File: config.mk
export PLATFORM = sky130hd
export DESIGN_NAME = instr_fetch_queue
export DESIGN_NICKNAME = d
export VERILOG_FILES = /design/src/rtl/instr_fetch_queue_pkg.sv /design/src/rtl/instr_fetch_queue_fifo.sv /design/src/rtl/instr_fetch_queue.sv
export SDC_FILE = /design/constraint.sdc
export NUM_CORES = 1
export LEC_CHECK = 0
export CAP_MARGIN = 20
export CORE_AREA = 10 10 162 164
export DETAILED_ROUTE_END_ITERATION = 12
export DIE_AREA = 0 0 172 174
export PLACE_DENSITY_LB_ADDON = 0.08
export SYNTH_ARGS = -nofsm -noshare
export SYNTH_HDL_FRONTEND = slang
export SYNTH_SLANG_ARGS = --single-unit
File: constraint.sdc
create_clock -name clk_i -period 7 [get_ports clk_i]
set_input_delay 1.4 -clock clk_i [delete_from_list [all_inputs] [get_ports clk_i]]
set_output_delay 1.4 -clock clk_i [all_outputs]
set_load 0.02 [all_outputs]
File: src/rtl/instr_fetch_queue_pkg.sv
// -----------------------------------------------------------------------------
// ifq_pkg
//
// Shared types and constants for the instruction fetch queue.
//
//   ifq_entry_t  one buffered fetch result: the word address it came from and
//                the instruction word returned by instruction memory
//   ADDR_STEP    byte distance between consecutive sequential fetches
//   ALIGN_MASK   clears the byte-offset bits of a fetch address
//   next_word()  sequential successor of a word address (wraps at 2^32)
// -----------------------------------------------------------------------------
package ifq_pkg;

    typedef struct packed {
        logic [31:0] pc;
        logic [31:0] inst;
    } ifq_entry_t;

    localparam int unsigned ADDR_STEP  = 4;
    localparam logic [31:0] ALIGN_MASK = 32'hFFFFFFFC;

    // 32-bit addition drops the carry, so 32'hFFFFFFFC wraps to 0.
    function automatic logic [31:0] next_word(input logic [31:0] addr);
        return addr + 32'(ADDR_STEP);
    endfunction

endpackage

File: src/rtl/instr_fetch_queue_fifo.sv
// -----------------------------------------------------------------------------
// ifq_fifo
//
// Synchronous DEPTH-entry FIFO of ifq_entry_t used as the fetch buffer.
//
// Ports
//   clk_i     in   clock, rising edge
//   rst_i     in   asynchronous active-high reset (pointers and count only)
//   push_i    in   write wdata_i at the tail this cycle
//   wdata_i   in   entry to write
//   pop_i     in   retire the head this cycle (ignored while empty)
//   flush_i   in   discard every entry; dominates push and pop
//   rdata_o   out  head entry (meaningful only while !empty_o)
//   full_o    out  DEPTH entries held
//   empty_o   out  no entries held
//   count_o   out  number of entries held, 0..DEPTH
//
// A push while full is accepted only when a pop retires the head in the same
// cycle; a push while empty simply lands in the tail slot. In both cases the
// count is consistent and order is preserved. DEPTH must be a power of two so
// the pointers wrap by plain overflow.
// -----------------------------------------------------------------------------
module ifq_fifo
    import ifq_pkg::*;
#(
    parameter  int unsigned DEPTH = 4,
    localparam int unsigned PW    = $clog2(DEPTH),
    localparam int unsigned CW    = PW + 1
) (
    input  logic          clk_i,
    input  logic          rst_i,
    input  logic          push_i,
    input  ifq_entry_t    wdata_i,
    input  logic          pop_i,
    input  logic          flush_i,
    output ifq_entry_t    rdata_o,
    output logic          full_o,
    output logic          empty_o,
    output logic [CW-1:0] count_o
);

    ifq_entry_t    mem_q [DEPTH];
    logic [PW-1:0] wr_ptr_q, wr_ptr_d;
    logic [PW-1:0] rd_ptr_q, rd_ptr_d;
    logic [CW-1:0] count_q,  count_d;
    logic          do_push;
    logic          do_pop;

    assign empty_o = (count_q == '0);
    assign full_o  = (count_q == CW'(DEPTH));
    assign count_o = count_q;
    assign rdata_o = mem_q[rd_ptr_q];

    assign do_pop  = pop_i && !empty_o;
    // A full FIFO frees the head slot in the same cycle it pops.
    assign do_push = push_i && (!full_o || do_pop);

    always_comb begin
        wr_ptr_d = wr_ptr_q;
        rd_ptr_d = rd_ptr_q;
        count_d  = count_q;
        if (flush_i) begin
            wr_ptr_d = '0;
            rd_ptr_d = '0;
            count_d  = '0;
        end else begin
            if (do_push) begin
                wr_ptr_d = wr_ptr_q + PW'(1);
            end
            if (do_pop) begin
                rd_ptr_d = rd_ptr_q + PW'(1);
            end
            case ({do_push, do_pop})
                2'b10:   count_d = count_q + CW'(1);
                2'b01:   count_d = count_q - CW'(1);
                default: count_d = count_q;
            endcase
        end
    end

    always_ff @(posedge clk_i or posedge rst_i) begin
        if (rst_i) begin
            wr_ptr_q <= '0;
            rd_ptr_q <= '0;
            count_q  <= '0;
        end else begin
            wr_ptr_q <= wr_ptr_d;
            rd_ptr_q <= rd_ptr_d;
            count_q  <= count_d;
        end
    end

    // Storage carries no reset; an entry is only observed after it is written.
    always_ff @(posedge clk_i) begin
        if (do_push && !flush_i) begin
            mem_q[wr_ptr_q] <= wdata_i;
        end
    end

endmodule

File: src/rtl/instr_fetch_queue.sv
// -----------------------------------------------------------------------------
// instr_fetch_queue
//
// Consumer end of the program-counter path. Walks the fetch address
// sequentially from RESET_PC (or a redirect target), issues word reads to
// instruction memory, collects the in-order responses and buffers
// {pc, instruction} pairs for the decode stage.
//
// Parameters
//   DEPTH     queue entries and maximum outstanding reads (power of 2, >= 2)
//   RESET_PC  first fetch address after reset
//
// Ports
//   clk_i          in   clock, rising edge
//   reset          in   asynchronous active-high reset
//   redirect_i     in   flush the queue and restart fetch at redirect_pc_i
//   redirect_pc_i  in   new fetch address, byte-offset bits ignored
//   imem_req_o     out  read request valid
//   imem_addr_o    out  read address, word aligned
//   imem_gnt_i     in   read request accepted this cycle
//   imem_rvalid_i  in   read data valid, responses in issue order
//   imem_rdata_i   in   read data
//   inst_valid_o   out  head instruction valid
//   inst_o         out  head instruction (0 while not valid)
//   inst_pc_o      out  address of head instruction (0 while not valid)
//   inst_ready_i   in   decode accepts the head
//
// Handshakes: a transfer happens in a cycle where both sides are high at the
// rising edge -- imem_req_o & imem_gnt_i issues a read, inst_valid_o &
// inst_ready_i pops the head. Once raised, imem_req_o and imem_addr_o hold
// until granted (only a redirect can withdraw a request, and a redirect
// already forces req low in its own cycle). imem_rvalid_i has no
// back-pressure.
//
// Configuration
//   IFQ_BYPASS_EN  when defined, a response that arrives while the queue is
//                  empty, nothing is being dropped and decode is ready goes
//                  straight to inst_o/inst_pc_o in the same cycle instead of
//                  being queued. When undefined, inst_* are driven only from
//                  the queue, so there is no combinational imem_* -> inst_*
//                  path.
// -----------------------------------------------------------------------------
module instr_fetch_queue
    import ifq_pkg::*;
#(
    parameter int unsigned DEPTH    = 4,
    parameter logic [31:0] RESET_PC = 32'h00000000
) (
    input  logic        clk_i,
    input  logic        reset,
    input  logic        redirect_i,
    input  logic [31:0] redirect_pc_i,
    output logic        imem_req_o,
    output logic [31:0] imem_addr_o,
    input  logic        imem_gnt_i,
    input  logic        imem_rvalid_i,
    input  logic [31:0] imem_rdata_i,
    output logic        inst_valid_o,
    output logic [31:0] inst_o,
    output logic [31:0] inst_pc_o,
    input  logic        inst_ready_i
);

    localparam int unsigned CW      = $clog2(DEPTH) + 1;
    localparam logic [CW:0] DEPTH_C = (CW + 1)'(DEPTH);

    // Fetch-side state.
    logic          run_q;
    logic [31:0]   addr_q,    addr_d;
    logic [31:0]   resp_pc_q, resp_pc_d;
    logic [CW-1:0] outst_q,   outst_d;
    logic [CW-1:0] drop_q,    drop_d;

    // Queue interface.
    ifq_entry_t    head;
    ifq_entry_t    push_entry;
    logic          fifo_full;
    logic          fifo_empty;
    logic [CW-1:0] fifo_count;

    logic          fire;
    logic          accept;
    logic          bypass;
    logic          push;
    logic          pop;
    logic [CW:0]   credit_used;
    logic [31:0]   redirect_target;

    assign redirect_target = redirect_pc_i & ALIGN_MASK;

    // Every queued entry and every in-flight read (including ones that will
    // be dropped) holds a credit, so a granted read always has a slot.
    assign credit_used = {1'b0, fifo_count} + {1'b0, outst_q};

    // run_q keeps req low through the first edge after reset release.
    assign imem_req_o  = run_q && !redirect_i && (credit_used < DEPTH_C);
    assign imem_addr_o = addr_q;
    assign fire        = imem_req_o && imem_gnt_i;

    // A response in a redirect cycle belongs to the abandoned stream.
    assign accept = imem_rvalid_i && (drop_q == '0) && !redirect_i;

`ifdef IFQ_BYPASS_EN
    assign bypass = fifo_empty && (drop_q == '0) && imem_rvalid_i &&
                    inst_ready_i && !redirect_i;
`else
    assign bypass = 1'b0;
`endif

    assign pop             = !fifo_empty && inst_ready_i;
    assign push            = accept && !bypass && (!fifo_full || pop);
    assign push_entry.pc   = resp_pc_q;
    assign push_entry.inst = imem_rdata_i;

    // Decode-facing outputs: queue head first, bypassed response otherwise.
    always_comb begin
        inst_valid_o = !fifo_empty;
        inst_o       = '0;
        inst_pc_o    = '0;
        if (!fifo_empty) begin
            inst_o    = head.inst;
            inst_pc_o = head.pc;
        end else if (bypass) begin
            inst_valid_o = 1'b1;
            inst_o       = imem_rdata_i;
            inst_pc_o    = resp_pc_q;
        end
    end

    always_comb begin
        addr_d    = addr_q;
        resp_pc_d = resp_pc_q;
        // The credit rule keeps this within 0..DEPTH.
        outst_d   = outst_q + CW'(fire) - CW'(imem_rvalid_i);
        drop_d    = drop_q;
        if (redirect_i) begin
            addr_d    = redirect_target;
            resp_pc_d = redirect_target;
            // Everything still in flight after this cycle is stale. outst
            // already contains any earlier drop count, so this also
            // accumulates a redirect that lands while dropping.
            drop_d    = outst_d;
        end else begin
            if (fire) begin
                addr_d = next_word(addr_q);
            end
            if (accept) begin
                resp_pc_d = next_word(resp_pc_q);
            end
            if (imem_rvalid_i && (drop_q != '0)) begin
                drop_d = drop_q - CW'(1);
            end
        end
    end

    always_ff @(posedge clk_i or posedge reset) begin
        if (reset) begin
            run_q     <= 1'b0;
            addr_q    <= RESET_PC;
            resp_pc_q <= RESET_PC;
            outst_q   <= '0;
            drop_q    <= '0;
        end else begin
            run_q     <= 1'b1;
            addr_q    <= addr_d;
            resp_pc_q <= resp_pc_d;
            outst_q   <= outst_d;
            drop_q    <= drop_d;
        end
    end

    ifq_fifo #(
        .DEPTH(DEPTH)
    ) u_fifo (
        .clk_i  (clk_i),
        .rst_i  (reset),
        .push_i (push),
        .wdata_i(push_entry),
        .pop_i  (pop),
        .flush_i(redirect_i),
        .rdata_o(head),
        .full_o (fifo_full),
        .empty_o(fifo_empty),
        .count_o(fifo_count)
    );

endmodule

## After elaboration in Yosys (flattened, before gate mapping)

Memory sizes are Yosys's and may differ from the RTL's.
Cells that the tools add are included.

| storage, ports and cells | value |
|---|---|
| output and inout bits | 98 |
| input bits | 70 |
| logic and storage cells | 64 |
| flip-flop bits (word level) | 78 |
| RAM bits | 256 |
| memories | 1 |

Memories:

| name | words | width | read ports | clocked after Yosys merged registers in | write ports | line | text |
|---|---|---|---|---|---|---|---|
| u_fifo.mem_q | 4 | 64 | 1 | 0 | 1 | instr_fetch_queue_fifo.sv:42 | `ifq_entry_t mem_q [DEPTH];` |

| cells by class | value |
|---|---|
| $lt $le $gt $ge | 1 |
| add/sub/neg operators | 10 |
| reduce and logical (&&, ||, !) cells | 25 |
| mux-type cells | 16 |
| equal/unequal tests | 3 |

Operators by type and width:

| operator | number |
|---|---|
| two-way mux 32 bit | 6 |
| adder 32 x 3 -> 32 bit, second input constant | 2 |
| logical AND 1 bit | 11 |
| nonzero test 2 bit | 5 |
| two-way mux 3 bit | 3 |
| two-way mux 2 bit | 4 |
| zero test 3 bit | 2 |
| case mux 3 bit (2 select lines) | 1 |
| nonzero test 3 bit | 2 |
| subtractor 3 x 1 -> 3 bit, second input constant | 2 |
| adder 2 x 1 -> 2 bit, second input constant | 2 |
| adder 3 x 3 -> 4 bit | 1 |
| less-than comparator 4 x 3 -> 1 bit, second input constant | 1 |
| adder 3 x 1 -> 3 bit | 1 |
| adder 3 x 1 -> 3 bit, second input constant | 1 |
| == test 3 bit, second input constant | 1 |
| zero test 1 bit | 3 |
| subtractor 3 x 1 -> 3 bit | 1 |
| == test 2 x 1 -> 1 bit, second input constant | 1 |
| == test 2 bit, second input constant | 1 |
| logical OR 1 bit | 2 |
| two-way mux 1 bit | 2 |

## Logic depth before layout (Yosys ltp)

Gate-level depths: netlist of run 1.

| depth | value |
|---|---|
| depth after elaboration | 9 |
| mapped depth | 15 |
| mapped depth without buffers | 12 |

## Cells and area by module

A second synthesis of run 1 with hierarchy kept.

| second synthesis, totals | value |
|---|---|
| cell total of the unflattened synthesis | 883 |
| area total of the unflattened synthesis | 14,009.7 um^2 |

Modules (own cells, without submodules):

| module | cells an instance | area an instance (um^2) | sequential area each (um^2) | instances |
|---|---|---|---|---|
| ifq_fifo | 399 | 9,793.1 | 7,862.5 | 1 |
| instr_fetch_queue | 484 | 4,216.5 | 1,676.6 | 1 |

## Worst setup path before layout of run 1

No wires, ideal clock.

| path | value |
|---|---|
| path kind | in2reg |
| start point | in imem_rvalid_i |
| end point | mem u_fifo.mem_q[0][0] in the netlist's numbering, enable pin |
| arrival time | 3,469 ps |
| required time | 6,574 ps |
| setup time | 426 ps |
| path buffers | 0 |
| stages on the path | 3 |
| path slack | 3,105 ps |
| path through | nand3b_4 a311oi_2 and2_1 |

| between the ends | value |
|---|---|
| cells in the longest elaborated chain, start to end | 7 |

Ends and longest elaborated chain:

| element | line | text |
|---|---|---|
| start, declared | instr_fetch_queue.sv:56 | `input logic imem_rvalid_i,` |
| logical AND 1 bit (2 in a row) | instr_fetch_queue.sv:101 | `assign accept = imem_rvalid_i && (drop_q == '0) && !redirect_i;` |
| logical AND 1 bit | instr_fetch_queue.sv:111 | `assign push = accept && !bypass && (!fifo_full \|\| pop);` |
| logical AND 1 bit | instr_fetch_queue_fifo.sv:56 | `assign do_push = push_i && (!full_o \|\| do_pop);` |
| logical AND 1 bit | instr_fetch_queue_fifo.sv:95 | `if (do_push && !flush_i) begin` |
| two-way mux 1 bit | instr_fetch_queue_fifo.sv:95 |  |
| two-way mux 1 bit (not written as such) | instr_fetch_queue_fifo.sv:96 | `mem_q[wr_ptr_q] <= wdata_i;` |
| end, declared | instr_fetch_queue_fifo.sv:42 |  |

No other way between the ends.

## Final worst setup path of run 1

| path | value |
|---|---|
| start point | reg u_fifo.rd_ptr_q[0] |
| end point | out inst_o[0] |

| between the ends | value |
|---|---|
| cells in the longest elaborated chain, start to end | 2 |

Ends and longest elaborated chain:

| element | line | text |
|---|---|---|
| start, declared | instr_fetch_queue_fifo.sv:44 | `logic [PW-1:0] rd_ptr_q, rd_ptr_d;` |
| start signal, assigned | instr_fetch_queue_fifo.sv:88 | `rd_ptr_q <= rd_ptr_d;` |
| memory (4 x 64 bit) | n/a |  |
| two-way mux 32 bit | instr_fetch_queue.sv:120 | `if (!fifo_empty) begin` |
| end, declared | instr_fetch_queue.sv:59 | `output logic [31:0] inst_o,` |

No other way between the ends.

==> impl_metrics.ini, run 1 <==
[synthesis]
ys_seq_elements = 322
yosys.area_share.adder = 0.01396
synthSimpleGateAreaFrac = 0.1020
synth-edff-count = 248
syn_inst = 846
synth.yosys.seq_area_share = 0.6823
synthFlopType = edfxtp_1
synth_xor_area_frac = 0.02635
synth.area.mux_share = 0.1110
synthArstFlopShare = 0.2298
ys_warn_count = 0
synth_compound_area_frac = 0.04150
avgSynthCellArea_sq_um = 16.11
synth_top_family_by_area = multiplexers
synthDistinctLibCells = 52
netlist_area_sq_mm = 0.01363

[pwr]
pwr_density_cell_mw_per_mm2 = 332.5
leakage_nw = 5.660
vdd_drop_max_v = 0.0002266

[setup_path]
cp-start-kind = flip-flop
reg2reg_depth = 12
startpoint = u_fifo.rd_ptr_q[0]
path_depth = 4
critPathMaxStageDelay_ps = 1030
rr_startpoint = u_fifo.count_o[2]
end_kind = primary output
cp_slowest_cell = dfrtp_4
worstReg2RegEnd = drop_q[2]
ff2ff_setup_slack_ps = 3590
crit_end = inst_o[0]
cp_cell_sequence = buf_4, mux4_2, and2_1, clkdlybuf4s50_1
required_ps = 5600
cp.buffers_inverters = 2
arrival_ps = 3310
crit_type = flip-flop to primary output
crit_family = flip-flops
crit_fanout = 48

[worst_hold_path]
hp-class = flip-flop to flip-flop

[routing]
routedWlPerCell_um = 21.33
ant_nets = 0
vias_per_cell = 5.857
dr.first_iter.drc_count = 497
vias = 7766
firstDrtPassIters = 5
drc_errors = 0
routed_wl_um = 28280

[grt]
grt_pass1_wl_um = 44680
grt_use_total = 0.1903
met3_usage = 0.04780
grt_max_degree = 66
use_met1 = 0.2534
grt_util_met2 = 0.3003
top_usage_layer = met2
antenna_found_initial = 0
gr-total-overflow = 0
grt_pass1_vias = 7987

[timing]
finalCritPeriodShare = 0.6735
finalMaxSlewViolations = 0
period_minus_slack_ps = 4714
setup_viol = 0
hold_violations = 0
rsz0062_at_grt = false
fin_skew_ps = 16.86
timing.fmax_mhz = 212.1
slew_headroom = 0.3485
tns_ps = 0
worstMarginPinSlew_ps = 977.2
fin_ws_ps = 2286

[placed_design]
dpl.hpwl_um = 17940
post-place-ws_ps = 2403
io_buffers = 161
place_area_sq_mm = 0.01548
place.gp.congestion = 0.8238

[outcome]
status = complete, no violations

[floorplan]
die-area_sq_mm = 0.02993
core-area_sq_mm = 0.02312
start_util = 0.5894
ioPinCount = 168
rows = 56
dieWidth_um = 172
fp.dieH_um = 174

[cts]
post_cts_resized = 0
clock_path_buffers = 3
cts_hold_buf = 0
clk_pin_slew_ps = 60
root_buffer = clkbuf_16
numCtsBuffers = 34
h-tree-depth = 2
clock_sinks = 322
post_cts_buffers = 0
cts_tree = done
clock_latency_ps = 510

[finish]
num_antenna_cells = 0
final_area_sq_mm = 0.01655
utilization = 0.7157
nets = 1097
area_growth_pct = 21.43
drive_above_1_share = 0.1429

[run]
cap_violations = 0
-- cell families after synthesis --
group | count (synthesis)
xor+xnor | 41
buf+inv | 67
mux | 73
flops | 322
compound gates | 88
other cells | 2
simple gates | 239
fa+ha+maj | 14
-- metrics by stage --
| stage | cells | total power [mW] | hold slack, ps |
|---|---|---|---|
| after CTS | 1326 | 5.579 | 546.9 |
| after detailed placement | 1267 | 3.852 | 531.9 |
| after global placement | 1267 | 3.835 | 518.2 |
| after global routing | 1326 | 5.752 | 554.2 |
| after floorplan | 849 | 3.233 | 494.1 |
| final | 1326 | 5.503 | 542.6 |
-- registers in the layout (all words and copies together), names as in the netlist --
register and count:
drop_q 3, u_fifo.count_o 3, run_q 1, u_fifo.rd_ptr_q 2
resp_pc_q 30, u_fifo.wr_ptr_q 2, outst_q 3, imem_addr_o 30
u_fifo.mem_q 248
-- power by group --
part | switching, mW | internal (mW)
clock | 0.693 | 1.03
combinational | 0.703 | 0.719
sequential | 0.175 | 2.19
total | 1.57 | 3.93
-- per-layer routing --
metal,share of wire,up-vias
met4,0.025,0
met1,0.42,3912
li1,-,3562
met5,0,-
met2,0.48,247
met3,0.070,45
-- cell usage after synthesis (all sizes together) (3+ instances only) --
cell / n / area, sq um
edfxtp: 248 / 7447
dfrtp: 74 / 1852
and2: 69 / 431.7
mux4: 62 / 1396
nand2: 51 / 191.4
o21ai: 38 / 190.2
nand3: 30 / 160.2
nor2: 29 / 108.9
clkbuf: 25 / 93.84
inv: 24 / 92.59
nand4: 23 / 177.7
xor2: 22 / 192.7
xnor2: 19 / 166.4
buf: 18 / 117.6
o211ai: 15 / 112.6
ha: 12 / 150.1
o311ai: 11 / 96.34
a21oi: 8 / 40.04
and3: 8 / 50.05
nor3: 8 / 62.56
mux2i: 6 / 60.06
a31oi: 5 / 31.28
mux2: 5 / 56.30
or3: 4 / 25.02
a21boi: 3 / 22.52
and4: 3 / 26.28
nor4: 3 / 55.05
-- worst reg2reg max path: cells and delay by family, from the launching register on --
kind,cells,cell delay [ps]
AO/OA/AOI/OAI,1,100
XOR/XNOR,1,210
adder cells (fa/ha/maj),4,1150
buffers and inverters,3,350
flip-flops,1,450
AND/OR/NAND/NOR,3,1080
-- cell type report --
class,count,area [sq um]
Sequential cell,322,9304
Clock buffer,42,902.1
Multi-Input combinational cell,460,4043
Timing Repair Buffer,171,1682
Fill cell,1521,6574
Clock inverter,17,162.7
Tap cell,290,362.8
Inverter,24,92.59
-- placed cells by master, fill, tap and decap left out, types with 4 or more instances in the layout --
cell,count
dfrtp_1,72
xor2_1,22
nand3_1,28
clkinv_1,8
clkbuf_1,7
o21ai_0,31
nor3_1,6
o311ai_1,5
xnor2_1,19
and2_1,65
conb_1,5
nand4_1,19
mux4_2,62
and3_1,8
o21ai_1,7
and2_2,4
inv_1,22
a31oi_1,5
clkdlybuf4s50_1,160
edfxtp_1,248
ha_1,12
mux2i_1,6
nor2_1,29
nand2_1,51
mux2_2,5
a21oi_1,8
clkbuf_16,35
buf_4,10
o211ai_1,15
o311ai_0,6
-- how the worst min path moves through the flow --
stage	end	slack [ps]	depth (start not counted)	from
2_1_floorplan	u_fifo.mem_q[0][63]	490	0	resp_pc_q[31]
3_3_place_gp	outst_q[0]	520	1	outst_q[0]
3_5_place_dp	outst_q[0]	530	1	outst_q[0]
4_1_cts	outst_q[0]	550	1	outst_q[0]
5_1_grt	outst_q[0]	550	1	outst_q[0]
6_report	outst_q[0]	540	1	outst_q[0]
Power figures use the tool's default switching activity.
==> run 2, diff against run 1 <==
Settings changed: CORE_AREA 10 10 162 164 to 10 10 177 179, DIE_AREA 0 0 172 174 to 0 0 187 189.
Clock period 7 ns to 4.3 ns, I/O delays scaled along.
==> run 2 against run 1 <==
Effect of this change: worst setup slack worse by 1700 ps; critical path depth is the same; largest cell class unchanged; final cell count is 6.9% higher.
==> impl_metrics.ini, run 2 (same netlist as run 1, synthesis figures left out) <==
[timing]
tns_ps = 0
worstMarginPinSlew_ps = 792.6
hold_violations = 0
setup_viol = 0
timing.fmax_mhz = 270.3
rsz0062_at_grt = false
fin_skew_ps = 17.63
finalMaxSlewViolations = 0
slew_headroom = 0.4696
period_minus_slack_ps = 3700
finalCritPeriodShare = 0.8604
holdWs_ps = 538.9

[grt]
grt_use_total = 0.1623
antenna_found_initial = 0
grt_max_degree = 63
grt_pass1_vias = 7972
gr-total-overflow = 0
grt_pass1_wl_um = 45830

[routing]
ant_nets = 0
firstDrtPassIters = 5
vias = 7676
drc_errors = 0
routed_wl_um = 28830
routedWlPerCell_um = 20.33
vias_per_cell = 5.413
dr.first_iter.drc_count = 463

[finish]
area_growth_pct = 22.46
nets = 1106
drive_above_1_share = 0.1462
final_cell_mix = 248 x edfxtp_1, 160 x clkdlybuf4s50_1, 72 x dfrtp_1, 65 x and2_1, 62 x mux4_2
regMostFlops = u_fifo.mem_q
num_antenna_cells = 0
largest_reg_flops = 248
final_common_cell = edfxtp_1

[floorplan]
ioPinCount = 168
dieWidth_um = 187
rows = 61
fp.dieH_um = 189
start_util = 0.4933
core-area_sq_mm = 0.02763
die-area_sq_mm = 0.03534

[pwr]
leakage_nw = 5.675
power.share.clock = 0.295
p_sw_frac = 0.2882
vdd_drop_max_v = 0.0002683
p_sw_mw = 2.538
intPower_mw = 6.268
pwr-share-seq = 0.431
power_mw = 8.806
power_frac_comb = 0.274
pwr_density_cell_mw_per_mm2 = 527.7

[setup_path]
required_ps = 3440
crit_type = flip-flop to primary output
end_kind = primary output
arrival_ps = 2840
crit_fanout = 26
cp-start-kind = flip-flop

[cts]
numCtsBuffers = 34
root_buffer = clkbuf_16
post_cts_resized = 0
h-tree-depth = 2
cts_tree = done
post_cts_buffers = 0
clock_path_buffers = 3
clock_sinks = 322
cts_hold_buf = 0
clk_pin_slew_ps = 60
clock_latency_ps = 510

[placed_design]
dpl.hpwl_um = 18660
place.gp.congestion = 0.7944
io_buffers = 161

[outcome]
status = complete, no violations

[worst_hold_path]
hp-class = flip-flop to flip-flop

[run]
cap_violations = 0
[run 2: changes by cell type in the layout (fill, tap and decap cells not counted), sizes merged]
cell	previous run	this run
clkbuf	42	47
inv	26	25
buf	11	20
clkinvlp	1	0
clkinv	11	6
bufinv	3	0
[run 2: worst max-delay path, cell delays in order, from the launching register on]
cell	delay (ps)
dfrtp_4	770
buf_4	330
mux4_2	530
and2_1	170
clkdlybuf4s50_1	530
[run 2: power groups by stage]
stage / registers, mW / clock network, mW / logic [mW]
detailed placement: 3.86 / 0 / 2.48
global placement: 3.85 / 0 / 2.47
finish: 3.79 / 2.60 / 2.42
global route: 3.83 / 2.79 / 2.61
CTS: 3.80 / 2.67 / 2.49
floorplan: 3.78 / 0 / 1.48
[run 2: worst paths after layout]
kind	from	endpoint	slack [ps]	cells after the start
setup / recovery	u_fifo.rd_ptr_q[0]	inst_o[10]	600	4
hold / removal	outst_q[0]	outst_q[0]	540	1
setup reg to reg	u_fifo.count_o[2]	drop_q[2]	1230	13
hold reg to reg	outst_q[0]	outst_q[0]	540	1
max in group asynchronous	reset	imem_addr_o[8]	2620	3
min in group asynchronous	reset	imem_addr_o[3]	770	2
[run 2: metrics by stage]
step	std cells	utilization	instance area (sq um)	setup WS (ps)
4_1_cts	1418	0.6040	16690	495.4
6_report	1418	0.6040	16690	600.1
5_1_grt	1418	0.6040	16690	410.2
3_5_place_dp	1364	0.5691	15720	912.4
2_1_floorplan	849	-	13640	944.7
3_3_place_gp	1364	0.5691	15720	913.3
[run 2: final cells by class]
| cell class | count | area (sq um) |
|---|---|---|
| multi-input cells | 460 | 4043 |
| fillers | 2163 | 10940 |
| flip-flops and latches | 322 | 9304 |
| inverters | 24 | 92.59 |
| repair buffers | 180 | 1812 |
| clock inverters | 7 | 33.78 |
| clock buffers | 47 | 930.9 |
| well taps | 378 | 473.0 |
[run 2: routing by layer]
metal	global-route usage	vias up	part of all wire
met2	0.2618	232	0.47
met5	0	-	0
met4	0.04249	0	0.018
met3	0.04061	39	0.061
li1	-	3593	-
met1	0.2163	3812	0.45
